File: config.mk
export PLATFORM = sky130hd
export DESIGN_NAME = v2x_protocol_router
export DESIGN_NICKNAME = d
export VERILOG_FILES = /design/src/rtl/v2x_hsm_pkg.sv /design/src/rtl/v2x_sha_block_packer.sv /design/src/rtl/v2x_protocol_router.sv
export SDC_FILE = /design/constraint.sdc
export NUM_CORES = 1
export LEC_CHECK = 0
export BUFFER_PORTS_ARGS = -buffer_cell sky130_fd_sc_hd__buf_4
export CAP_MARGIN = 30
export CORE_MARGIN = 4
export CORE_UTILIZATION = 55
export DETAILED_ROUTE_END_ITERATION = 8
export PLACE_DENSITY_LB_ADDON = 0.05
export SLEW_MARGIN = 20
export SYNTH_ARGS = -nofsm -noshare
export SYNTH_HDL_FRONTEND = slang
export SYNTH_HIERARCHICAL = 1
export SYNTH_SLANG_ARGS = --single-unit
File: constraint.sdc
create_clock -name i_sys_clk -period 3.2 [get_ports i_sys_clk]
set_clock_uncertainty 0.15 [all_clocks]
set_input_delay 0.32 -clock i_sys_clk [delete_from_list [all_inputs] [get_ports i_sys_clk]]
set_output_delay 0.32 -clock i_sys_clk [all_outputs]
set_load 0.01 [all_outputs]
File: src/rtl/v2x_hsm_pkg.sv
// Shared constants, SHA register map and router state encoding for the V2X HSM
// command router.
package v2x_hsm_pkg;

  localparam logic [7:0]  OP_SHA256        = 8'h00;
  localparam logic [7:0]  ADDR_CTRL        = 8'h08;
  localparam logic [7:0]  ADDR_STATUS      = 8'h09;
  localparam logic [7:0]  ADDR_BLOCK0      = 8'h10;
  localparam logic [7:0]  ADDR_DIGEST0     = 8'h20;
  localparam logic [31:0] CTRL_INIT_SHA256 = 32'h0000_0005;

  localparam int unsigned MAX_LEN = 55;

  localparam int unsigned SB_BUSY   = 0;
  localparam int unsigned SB_DONE   = 1;
  localparam int unsigned SB_ERR    = 2;
  localparam int unsigned SB_BADCMD = 3;

  typedef enum logic [3:0] {
    S_IDLE      = 4'd0,
    S_RX_DATA   = 4'd1,
    S_WRITE_BLK = 4'd2,
    S_START     = 4'd3,
    S_POLL      = 4'd4,
    S_READ_DIG  = 4'd5,
    S_TX_HI     = 4'd6,
    S_TX_LO     = 4'd7,
    S_DONE      = 4'd8,
    S_ERR       = 4'd9
  } state_e;

endpackage

File: src/rtl/v2x_sha_block_packer.sv
// Payload byte buffer; produces SHA-256 single-block padded word k on demand
// from the buffered bytes and the message length.
module v2x_sha_block_packer
  import v2x_hsm_pkg::*;
(
  input  logic        clk_i,
  input  logic        rst_i,
  input  logic        clear_i,
  input  logic        wr_i,
  input  logic [15:0] wr_word_i,
  input  logic [5:0]  len_i,
  input  logic [3:0]  word_idx_i,
  output logic [31:0] word_o
);

  localparam int unsigned BUF_BYTES = MAX_LEN + 1;

  logic [7:0]  byte_q [BUF_BYTES];
  logic [4:0]  wptr_q;
  logic [31:0] base;

  always_ff @(posedge clk_i or posedge rst_i) begin
    if (rst_i) begin
      wptr_q <= '0;
    end else if (clear_i) begin
      wptr_q <= '0;
    end else if (wr_i) begin
      wptr_q <= wptr_q + 5'd1;
    end
  end

  always_ff @(posedge clk_i) begin
    if (wr_i && !clear_i && (wptr_q < 5'd28)) begin
      byte_q[{wptr_q, 1'b0}] <= wr_word_i[15:8];
      byte_q[{wptr_q, 1'b1}] <= wr_word_i[7:0];
    end
  end

  // Bytes past LEN are masked, so stale buffer contents never reach the core.
  function automatic logic [7:0] pad_byte(input logic [31:0] j);
    if (j < 32'(len_i)) return byte_q[j[5:0]];
    if (j == 32'(len_i)) return 8'h80;
    return 8'h00;
  endfunction

  assign base = {26'd0, word_idx_i, 2'b00};

  always_comb begin
    word_o = '0;
    if (word_idx_i == 4'd15) begin
      word_o = {23'd0, len_i, 3'd0};
    end else begin
      word_o = {pad_byte(base), pad_byte(base + 32'd1),
                pad_byte(base + 32'd2), pad_byte(base + 32'd3)};
    end
  end

endmodule

File: src/rtl/v2x_protocol_router.sv
// Routes SPI commands to the SHA-256 core: collects payload, writes the padded
// block, starts and polls the core, then streams the digest back over SPI.
module v2x_protocol_router
  import v2x_hsm_pkg::*;
#(
  parameter int unsigned DATA_WIDTH   = 16,
  parameter int unsigned POLL_TIMEOUT = 4096
) (
  input  logic                  i_sys_clk,
  input  logic                  i_sys_rst,
  input  logic [DATA_WIDTH-1:0] i_spi_rx_data,
  input  logic                  i_spi_rx_valid,
  output logic [DATA_WIDTH-1:0] o_spi_tx_data,
  output logic                  o_spi_tx_valid,
  input  logic                  i_spi_tx_ready,
  output logic                  o_spi_busy,
  output logic                  o_sha_cs,
  output logic                  o_sha_we,
  output logic [7:0]            o_sha_address,
  output logic [31:0]           o_sha_write_data,
  input  logic [31:0]           i_sha_read_data,
  input  logic                  i_sha_error,
  output logic [7:0]            o_status_reg,
  output logic                  o_operation_complete
);

  localparam int unsigned PW = $clog2(POLL_TIMEOUT + 1);

  state_e          state_q;
  logic [5:0]      len_q;
  logic [4:0]      rx_cnt_q, blk_cnt_q, rx_words;
  logic [2:0]      dig_k_q;
  logic            rd_phase_q;
  logic [PW-1:0]   poll_cnt_q;
  logic [31:0]     cap_q, blk_word;
  logic [15:0]     tx_data_q;
  logic            tx_valid_q, busy_q, cs_q, we_q, cmpl_q;
  logic [7:0]      addr_q;
  logic [31:0]     wdata_q;
  logic            done_q, err_q, bad_q;
  logic            sha_active, pk_clear, pk_wr, cmd_bad;
  logic [7:0]      cmd_op, cmd_len;

  assign cmd_op     = i_spi_rx_data[7:0];
  assign cmd_len    = i_spi_rx_data[15:8];
  assign cmd_bad    = (cmd_op != OP_SHA256) || (cmd_len > 8'(MAX_LEN));
  assign rx_words   = 5'((7'(len_q) + 7'd1) >> 1);
  assign sha_active = (state_q != S_IDLE) && (state_q != S_DONE) && (state_q != S_ERR);
  assign pk_clear   = (state_q == S_IDLE) && i_spi_rx_valid;
  assign pk_wr      = (state_q == S_RX_DATA) && i_spi_rx_valid;

  v2x_sha_block_packer u_packer (
    .clk_i      (i_sys_clk),
    .rst_i      (i_sys_rst),
    .clear_i    (pk_clear),
    .wr_i       (pk_wr),
    .wr_word_i  (i_spi_rx_data),
    .len_i      (len_q),
    .word_idx_i (blk_cnt_q[3:0]),
    .word_o     (blk_word)
  );

  always_ff @(posedge i_sys_clk or posedge i_sys_rst) begin
    if (i_sys_rst) begin
      state_q    <= S_IDLE;
      len_q      <= '0;
      rx_cnt_q   <= '0;
      blk_cnt_q  <= '0;
      dig_k_q    <= '0;
      rd_phase_q <= 1'b0;
      poll_cnt_q <= '0;
      cap_q      <= '0;
      tx_data_q  <= '0;
      tx_valid_q <= 1'b0;
      busy_q     <= 1'b0;
      cs_q       <= 1'b0;
      we_q       <= 1'b0;
      addr_q     <= '0;
      wdata_q    <= '0;
      done_q     <= 1'b0;
      err_q      <= 1'b0;
      bad_q      <= 1'b0;
      cmpl_q     <= 1'b0;
    end else begin
      cmpl_q <= 1'b0;
      if (sha_active && i_sha_error) begin
        state_q    <= S_ERR;
        cs_q       <= 1'b0;
        we_q       <= 1'b0;
        addr_q     <= '0;
        wdata_q    <= '0;
        tx_valid_q <= 1'b0;
        tx_data_q  <= '0;
        err_q      <= 1'b1;
        busy_q     <= 1'b0;
      end else begin
        unique case (state_q)
          S_IDLE: if (i_spi_rx_valid) begin
            done_q <= 1'b0;
            err_q  <= cmd_bad;
            bad_q  <= cmd_bad;
            if (!cmd_bad) begin
              busy_q    <= 1'b1;
              len_q     <= cmd_len[5:0];
              rx_cnt_q  <= '0;
              blk_cnt_q <= '0;
              state_q   <= (cmd_len == 8'd0) ? S_WRITE_BLK : S_RX_DATA;
            end
          end
          S_RX_DATA: if (i_spi_rx_valid) begin
            if (rx_cnt_q == rx_words - 5'd1) state_q <= S_WRITE_BLK;
            else                            rx_cnt_q <= rx_cnt_q + 5'd1;
          end
          // One setup cycle lets the last payload word settle in the packer
          // before block word 0 is presented.
          S_WRITE_BLK: begin
            cs_q <= 1'b1;
            we_q <= 1'b1;
            if (blk_cnt_q[4]) begin
              addr_q  <= ADDR_CTRL;
              wdata_q <= CTRL_INIT_SHA256;
              state_q <= S_START;
            end else begin
              addr_q    <= ADDR_BLOCK0 + {4'd0, blk_cnt_q[3:0]};
              wdata_q   <= blk_word;
              blk_cnt_q <= blk_cnt_q + 5'd1;
            end
          end
          S_START: begin
            we_q       <= 1'b0;
            addr_q     <= ADDR_STATUS;
            wdata_q    <= '0;
            poll_cnt_q <= '0;
            state_q    <= S_POLL;
          end
          S_POLL: begin
            if (i_sha_read_data[1:0] == 2'b11) begin
              addr_q     <= ADDR_DIGEST0;
              dig_k_q    <= '0;
              rd_phase_q <= 1'b0;
              state_q    <= S_READ_DIG;
            end else if (poll_cnt_q == PW'(POLL_TIMEOUT - 1)) begin
              cs_q    <= 1'b0;
              addr_q  <= '0;
              err_q   <= 1'b1;
              busy_q  <= 1'b0;
              state_q <= S_ERR;
            end else begin
              poll_cnt_q <= poll_cnt_q + PW'(1);
            end
          end
          S_READ_DIG: begin
            if (!rd_phase_q) begin
              rd_phase_q <= 1'b1;
            end else begin
              cap_q      <= i_sha_read_data;
              tx_data_q  <= i_sha_read_data[31:16];
              tx_valid_q <= 1'b1;
              cs_q       <= 1'b0;
              addr_q     <= '0;
              state_q    <= S_TX_HI;
            end
          end
          S_TX_HI: if (i_spi_tx_ready) begin
            tx_data_q <= cap_q[15:0];
            state_q   <= S_TX_LO;
          end
          S_TX_LO: if (i_spi_tx_ready) begin
            tx_valid_q <= 1'b0;
            tx_data_q  <= '0;
            if (dig_k_q == 3'd7) begin
              done_q  <= 1'b1;
              busy_q  <= 1'b0;
              cmpl_q  <= 1'b1;
              state_q <= S_DONE;
            end else begin
              dig_k_q    <= dig_k_q + 3'd1;
              cs_q       <= 1'b1;
              addr_q     <= ADDR_DIGEST0 + {5'd0, 3'(dig_k_q + 3'd1)};
              rd_phase_q <= 1'b0;
              state_q    <= S_READ_DIG;
            end
          end
          S_DONE:  state_q <= S_IDLE;
          S_ERR:   state_q <= S_IDLE;
          default: state_q <= S_IDLE;
        endcase
      end
    end
  end

  always_comb begin
    o_status_reg            = '0;
    o_status_reg[SB_BUSY]   = busy_q;
    o_status_reg[SB_DONE]   = done_q;
    o_status_reg[SB_ERR]    = err_q;
    o_status_reg[SB_BADCMD] = bad_q;
    o_status_reg[7:4]       = state_q;
  end

  assign o_spi_tx_data        = tx_data_q;
  assign o_spi_tx_valid       = tx_valid_q;
  assign o_spi_busy           = busy_q;
  assign o_sha_cs             = cs_q;
  assign o_sha_we             = we_q;
  assign o_sha_address        = addr_q;
  assign o_sha_write_data     = wdata_q;
  assign o_operation_complete = cmpl_q;

endmodule

==> flow_summary.json, run 1 <==
{
  "setup_tns_ns": 0,
  "clkLatencyLatePin_ns": 0.61,
  "final_area_um2": 27900,
  "num_rows": 75,
  "worst_hold_slack_ns": 0.0378,
  "post_dp_cell_area_um2": 25600,
  "fin_cells": 2246,
  "track_usage_pct": 26.0,
  "worst_pin_slew_ns": 0.786,
  "rsz0062_at_grt": "no",
  "grt_pass1_wl_mm": 90.4,
  "routedWlPerCell_um": 26.3,
  "nFillCells": 2923,
  "synth.distinct_cells": 75,
  "hpwl_mm": 36.1,
  "clk_root_buffer_cell": "clkbuf_16",
  "post-cts-setup-buffers": 0,
  "start_kind": "register",
  "cap_viol_max_count": 0,
  "drtIter0Drc": 1530,
  "crit_chain": "ha_1 -> a21boi_0 -> o21bai_1 -> nand3_1 -> o22ai_1 -> a22o_1",
  "firstDrtPassIters": 5,
  "timing.reg2reg.setup_slack_ns": 0.37,
  "numCtsBuffers": 57,
  "dieWidth_um": 214,
  "yosysMostFrequentCell": "edfxtp_1",
  "drt-total-wl_mm": 59.2,
  "worstPathRequired_ns": 3.59,
  "critPathMaxFanout": 27,
  "cellLeakagePower_nw": 10.2,
  "critical_path_class": "register to register",
  "ir_drop_v": 0.000451,
  "relSlewSlack_pct": 47.4,
  "finalSetupViolations": 0,
  "core_area_um2": 41900,
  "io_pins": 122,
  "cts_tree": "built",
  "power_density_nw_per_um2": 770,
  "portBuffers": 119,
  "ys_ff_latch": 568,
  "worstHoldPathType": "input port to register",
  "seqCellArea_um2": 16500,
  "synthFlopType": "edfxtp_1",
  "synth_top_area_share_pct": 57.5,
  "synth_common_cells": "edfxtp_1, dfrtp_1, nor2_1",
  "period_needed_ns": 2.83,
  "r2r-end": "o_sha_write_data[14]",
  "clockBufferDepth": 3,
  "grt_max_degree": 75,
  "die-area_um2": 45900,
  "grt_overflow": 0,
  "yosysSeqAreaShare_pct": 70.4,
  "clock_sinks": 568,
  "final_nets": 1728,
  "synth.area.top_cells": "edfxtp_1, dfrtp_1, mux4_2",
  "async_flop_share_pct": 21.1,
  "place_ws_ns": 0.357,
  "r2r_start": "blk_cnt_q[0]",
  "synthesis.instances": 1425,
  "postLayoutCoreUtil_pct": 66.5,
  "whs_path_depth": 1,
  "crit_slowest_cell": "dfrtp_4",
  "syn_area_um2": 23400,
  "grt_pass1_vias": 14100,
  "antenna_found_initial": 0,
  "antenna_cells": 0,
  "vias_per_cell": 6.19,
  "path_clk_slew_ns": 0.06,
  "fmax_mhz": 354,
  "postCtsHoldBufs": 43,
  "status": "finished, final reports clean",
  "start_util_pct": 55.8,
  "finalMaxSlewViolations": 0,
  "hold_viol_final": 0,
  "arrival_ns": 3.22,
  "dp.cells": 2096,
  "gp_congestion": 0.875,
  "setup_ws_ns": 0.371,
  "power.total_mw": 21.5,
  "ant_nets": 0,
  "via_count": 13900,
  "remaining_drc_errors": 0,
  "ys_warn_count": 6,
  "worstHoldEndpoint": "u_packer/byte_q[40][1]",
  "critPathMaxStageDelay_ns": 0.75,
  "multiInputGateArea_um2": 6490,
  "critPathLaunch": "blk_cnt_q[0]",
  "htreeDepth": 2,
  "period_share_pct": 88.4,
  "syn_to_final_growth_pct": 19.3,
  "synth_edf_count": 448,
  "critPathCaptureType": "register",
  "synth.avg_cell_area_um2": 16.4,
  "drive_gt1_share_pct": 26.1,
  "die_height_um": 214,
  "reg2reg_depth": 6,
  "hold_start": "i_spi_rx_data[9]",
  "synth_area_leader_cell": "edfxtp_1",
  "post_cts_resized": 0
}
## worst max-delay path, delay by kind of cell, from the launching register on
kind | cells | cell delay, ns
compound gates | 4 | 1.03
fa+ha+maj | 1 | 0.35
flops | 1 | 0.75
simple gates | 1 | 0.46
## placed cells by master, fill, tap and decap left out, types with 9 or more instances in the layout
cell,netlist,final
edfxtp_1,448,448
buf_4,11,181
dfrtp_1,120,117
nor2_1,108,105
mux4_2,89,89
mux2i_1,65,65
nand2_1,63,63
clkbuf_16,0,59
o21ai_0,50,50
a21oi_1,51,50
dlygate4sd3_1,0,43
a22o_1,37,37
mux2_2,37,37
o22ai_1,31,31
nand3_1,26,26
buf_12,0,25
a22oi_1,18,18
inv_1,18,17
clkinv_2,0,17
nor3_1,16,16
ha_1,16,16
xnor2_1,14,14
nand4_1,12,12
clkinv_1,2,12
clkbuf_1,37,11
nand2b_1,9,9
xor2_1,9,9
## layer usage
layer | track usage (%) | share of wire, % | vias to the layer above | wire length [um]
met4 | 7.56 | 2.7 | 0 | 1590
met3 | 4.32 | 7.8 | 94 | 4620
met5 | 0 | 0 | - | 0
met2 | 41.9 | 48 | 609 | 28400
li1 | - | - | 6083 | -
met1 | 37.2 | 42 | 7116 | 24600
## power by group
| part | switching (mW) | total (mW) | internal [mW] |
|---|---|---|---|
| sequential | 0.381 | 8.85 | 8.47 |
| combinational | 3.33 | 5.96 | 2.63 |
| clock | 2.80 | 6.67 | 3.87 |
## registers in the layout, summed over array words and instances, names as in the netlist
name / count
dig_k_q: 3
done_q: 1
rd_phase_q: 1
cap_q: 16
o_sha_write_data: 32
rx_cnt_q: 5
bad_q: 1
u_packer/byte_q: 448
o_operation_complete: 1
o_sha_address: 6
len_q: 6
o_sha_cs: 1
o_sha_we: 1
o_spi_busy: 1
err_q: 1
state_q: 4
poll_cnt_q: 13
o_spi_tx_valid: 1
blk_cnt_q: 5
u_packer/wptr_q: 5
o_spi_tx_data: 16
## worst max path at each step
stage	cells after the start	slack, ns	to
finish	6	0.37	o_sha_write_data[14]
global route	6	0.25	o_sha_write_data[14]
CTS	6	0.41	o_sha_write_data[11]
detailed placement	9	0.36	rx_cnt_q[3]
global placement	6	0.32	o_sha_write_data[17]
floorplan	8	0.31	u_packer/byte_q[54][0]
## cell families after synthesis
kind of cell / count (synthesis) / share of synthesized area (%)
and+or+nand+nor: 283 / 5.69
xor gates and xnor gates: 23 / 0.861
buffers and inverters: 98 / 2.01
adders and majority gates: 16 / 0.856
DFF: 568 / 70.4
other: 1 / 0.0160
muxes: 191 / 13.1
AOI/OAI and AO/OA: 245 / 7.08
## final cells by class
cell class                      count  share of cell area [%]
Sequential cell                   568                    59.0
Multi-Input combinational cell    760                    23.3
Timing Repair Buffer              251                    8.34
Clock buffer                       71                    5.49
Tap cell                          539                    2.42
Clock inverter                     36                    1.20
Inverter                           21                   0.296
Power figures use the tool's default switching activity.
==> run 2, diff against run 1 <==
--- a/config.mk
+++ b/config.mk
@@ -5,7 +5,7 @@
 export SDC_FILE = /design/constraint.sdc
 export NUM_CORES = 1
 export LEC_CHECK = 0
-export BUFFER_PORTS_ARGS = -buffer_cell sky130_fd_sc_hd__buf_4
+export BUFFER_PORTS_ARGS = -buffer_cell sky130_fd_sc_hd__buf_2
 export CAP_MARGIN = 30
 export CORE_MARGIN = 4
 export CORE_UTILIZATION = 55
==> flow_summary.json, run 2 (same netlist as run 1, synthesis figures left out) <==
{
  "timing.reg2reg.setup_slack_ns": 0.37,
  "status": "finished, final reports clean",
  "grt_overflow": 0,
  "postCtsHoldBufs": 34,
  "crit_chain": "buf_12 -> buf_12 -> mux4_2 -> mux2i_1 -> o22ai_1 -> a22o_1",
  "antenna_cells": 0,
  "path_depth": 6,
  "drive_gt1_share_pct": 27.0,
  "gp_congestion": 0.861,
  "place_ws_ns": 0.358,
  "ir_drop_v": 0.000532,
  "via_count": 13900,
  "post_cts_resized": 0,
  "switchingPower_mw": 6.43,
  "post_dp_cell_area_um2": 25400,
  "largest-register": "u_packer/byte_q",
  "grt_pass1_wl_mm": 90.4,
  "seqPwrFrac_pct": 41.4,
  "largest_register_ffs": 448,
  "die-area_um2": 45900,
  "path_buf_inv": 2,
  "finalMaxSlewViolations": 0,
  "cap_viol_max_count": 0,
  "setup_tns_ns": 0,
  "hpwl_mm": 37.2,
  "numCtsBuffers": 56,
  "critical_path_class": "register to register",
  "worst_pin_slew_ns": 0.742,
  "drtIter0Drc": 1412,
  "period_needed_ns": 2.83,
  "power.clock.fraction_pct": 31.3,
  "grt_max_degree": 72,
  "p_sw_share_pct": 30.0,
  "core_area_um2": 41900,
  "crit_slowest_cell": "dfrtp_4",
  "routedWlPerCell_um": 26.5,
  "power_density_nw_per_um2": 776,
  "cts_tree": "built",
  "dp.cells": 2112,
  "ant_nets": 0,
  "clockBufferDepth": 3,
  "num_rows": 75,
  "grt_pass1_vias": 14000,
  "r2r_start": "blk_cnt_q[0]",
  "reg2reg_depth": 6,
  "die_height_um": 214,
  "syn_to_final_growth_pct": 18.0,
  "critPathLaunch": "blk_cnt_q[0]",
  "firstDrtPassIters": 5,
  "relSlewSlack_pct": 50.3,
  "cp_common_cell": "buf_12",
  "start_util_pct": 55.8,
  "setup_ws_ns": 0.373,
  "critPathMaxStageDelay_ns": 0.78,
  "fin_cells": 2251,
  "track_usage_pct": 26.0,
  "setup.worst_path.end": "o_sha_write_data[18]",
  "r2r-end": "o_sha_write_data[18]",
  "arrival_ns": 3.16,
  "worstHoldPathType": "input port to register",
  "portBuffers": 119,
  "power.total_mw": 21.4,
  "start_kind": "register",
  "clock_sinks": 568,
  "intPower_mw": 15.0,
  "final_cell_mix": "edfxtp_1, buf_2, dfrtp_1, nor2_1, mux4_2",
  "hold_viol_final": 0,
  "critPathCaptureType": "register",
  "fmax_mhz": 354,
  "period_share_pct": 88.3,
  "critPathTopFamily": "multiplexers",
  "remaining_drc_errors": 0,
  "io_pins": 122,
  "combPwrFrac_pct": 27.3,
  "rsz0062_at_grt": "no",
  "worst_hold_slack_ns": 0.0549,
  "cellLeakagePower_nw": 10.2,
  "critPathMaxFanout": 27,
  "dieWidth_um": 214,
  "htreeDepth": 2,
  "post-cts-setup-buffers": 0,
  "vias_per_cell": 6.16,
  "final_area_um2": 27600,
  "clkLatencyLatePin_ns": 0.61,
  "final_nets": 1734,
  "worstPathRequired_ns": 3.54,
  "drt-total-wl_mm": 59.6,
  "finalSetupViolations": 0,
  "path_clk_slew_ns": 0.06,
  "final_common_cell": "edfxtp_1",
  "postLayoutCoreUtil_pct": 65.8,
  "antenna_found_initial": 0,
  "nFillCells": 2953,
  "clk_root_buffer_cell": "clkbuf_16"
}
==> run 2: cell types whose count changed in the layout (fill, tap and decap cells not counted), moves of 2 or more <==
cell,delta
buf_2,+119
buf_4,-99
dlygate4sd3_1,-9
clkinv_1,-6
clkbuf_1,+5
buf_12,-4
clkinv_2,-3
clkbuf_8,+2
nor2_2,+2
==> run 2: power groups by stage <==
| stage | logic (mW) | registers [mW] | clock network [mW] |
|---|---|---|---|
| floorplan | 3.91 | 8.89 | 0 |
| global placement | 5.69 | 9.01 | 0 |
| detailed placement | 5.79 | 9.02 | 0 |
| CTS | 5.86 | 8.87 | 6.81 |
| global route | 6.29 | 8.93 | 7.17 |
| finish | 5.85 | 8.87 | 6.70 |
==> run 2: metal layers <==
metal | wire length [um] | vias to the layer above | track usage, %
li1 | - | 6094 | -
met1 | 25400 | 7181 | 38.1
met2 | 28900 | 519 | 41.9
met3 | 4210 | 75 | 4.59
met4 | 1130 | 0 | 5.77
met5 | 0 | - | 0
==> run 2: area by class of cell <==
cell class | count | area [um^2] | share of cell area (%)
clock inverters | 28 | 327 | 1.18
clock buffers | 77 | 1550 | 5.63
flip-flops and latches | 568 | 16500 | 59.6
inverters | 21 | 82.6 | 0.299
repair buffers | 258 | 2010 | 7.28
well taps | 539 | 674 | 2.44
multi-input cells | 760 | 6490 | 23.5
==> run 2: worst min path at each step <==
stage,end,start,slack [ns],depth (start not counted)
after detailed placement,u_packer/wptr_q[4],i_sys_rst,0.10,2
final,u_packer/byte_q[46][5],i_spi_rx_data[13],0.05,1
after global placement,u_packer/wptr_q[2],i_sys_rst,0.10,2
after CTS,u_packer/wptr_q[0],i_sys_rst,0.04,3
after floorplan,u_packer/wptr_q[0],i_sys_rst,-0.05,1
after global routing,u_packer/byte_q[26][5],i_spi_rx_data[13],0.04,1
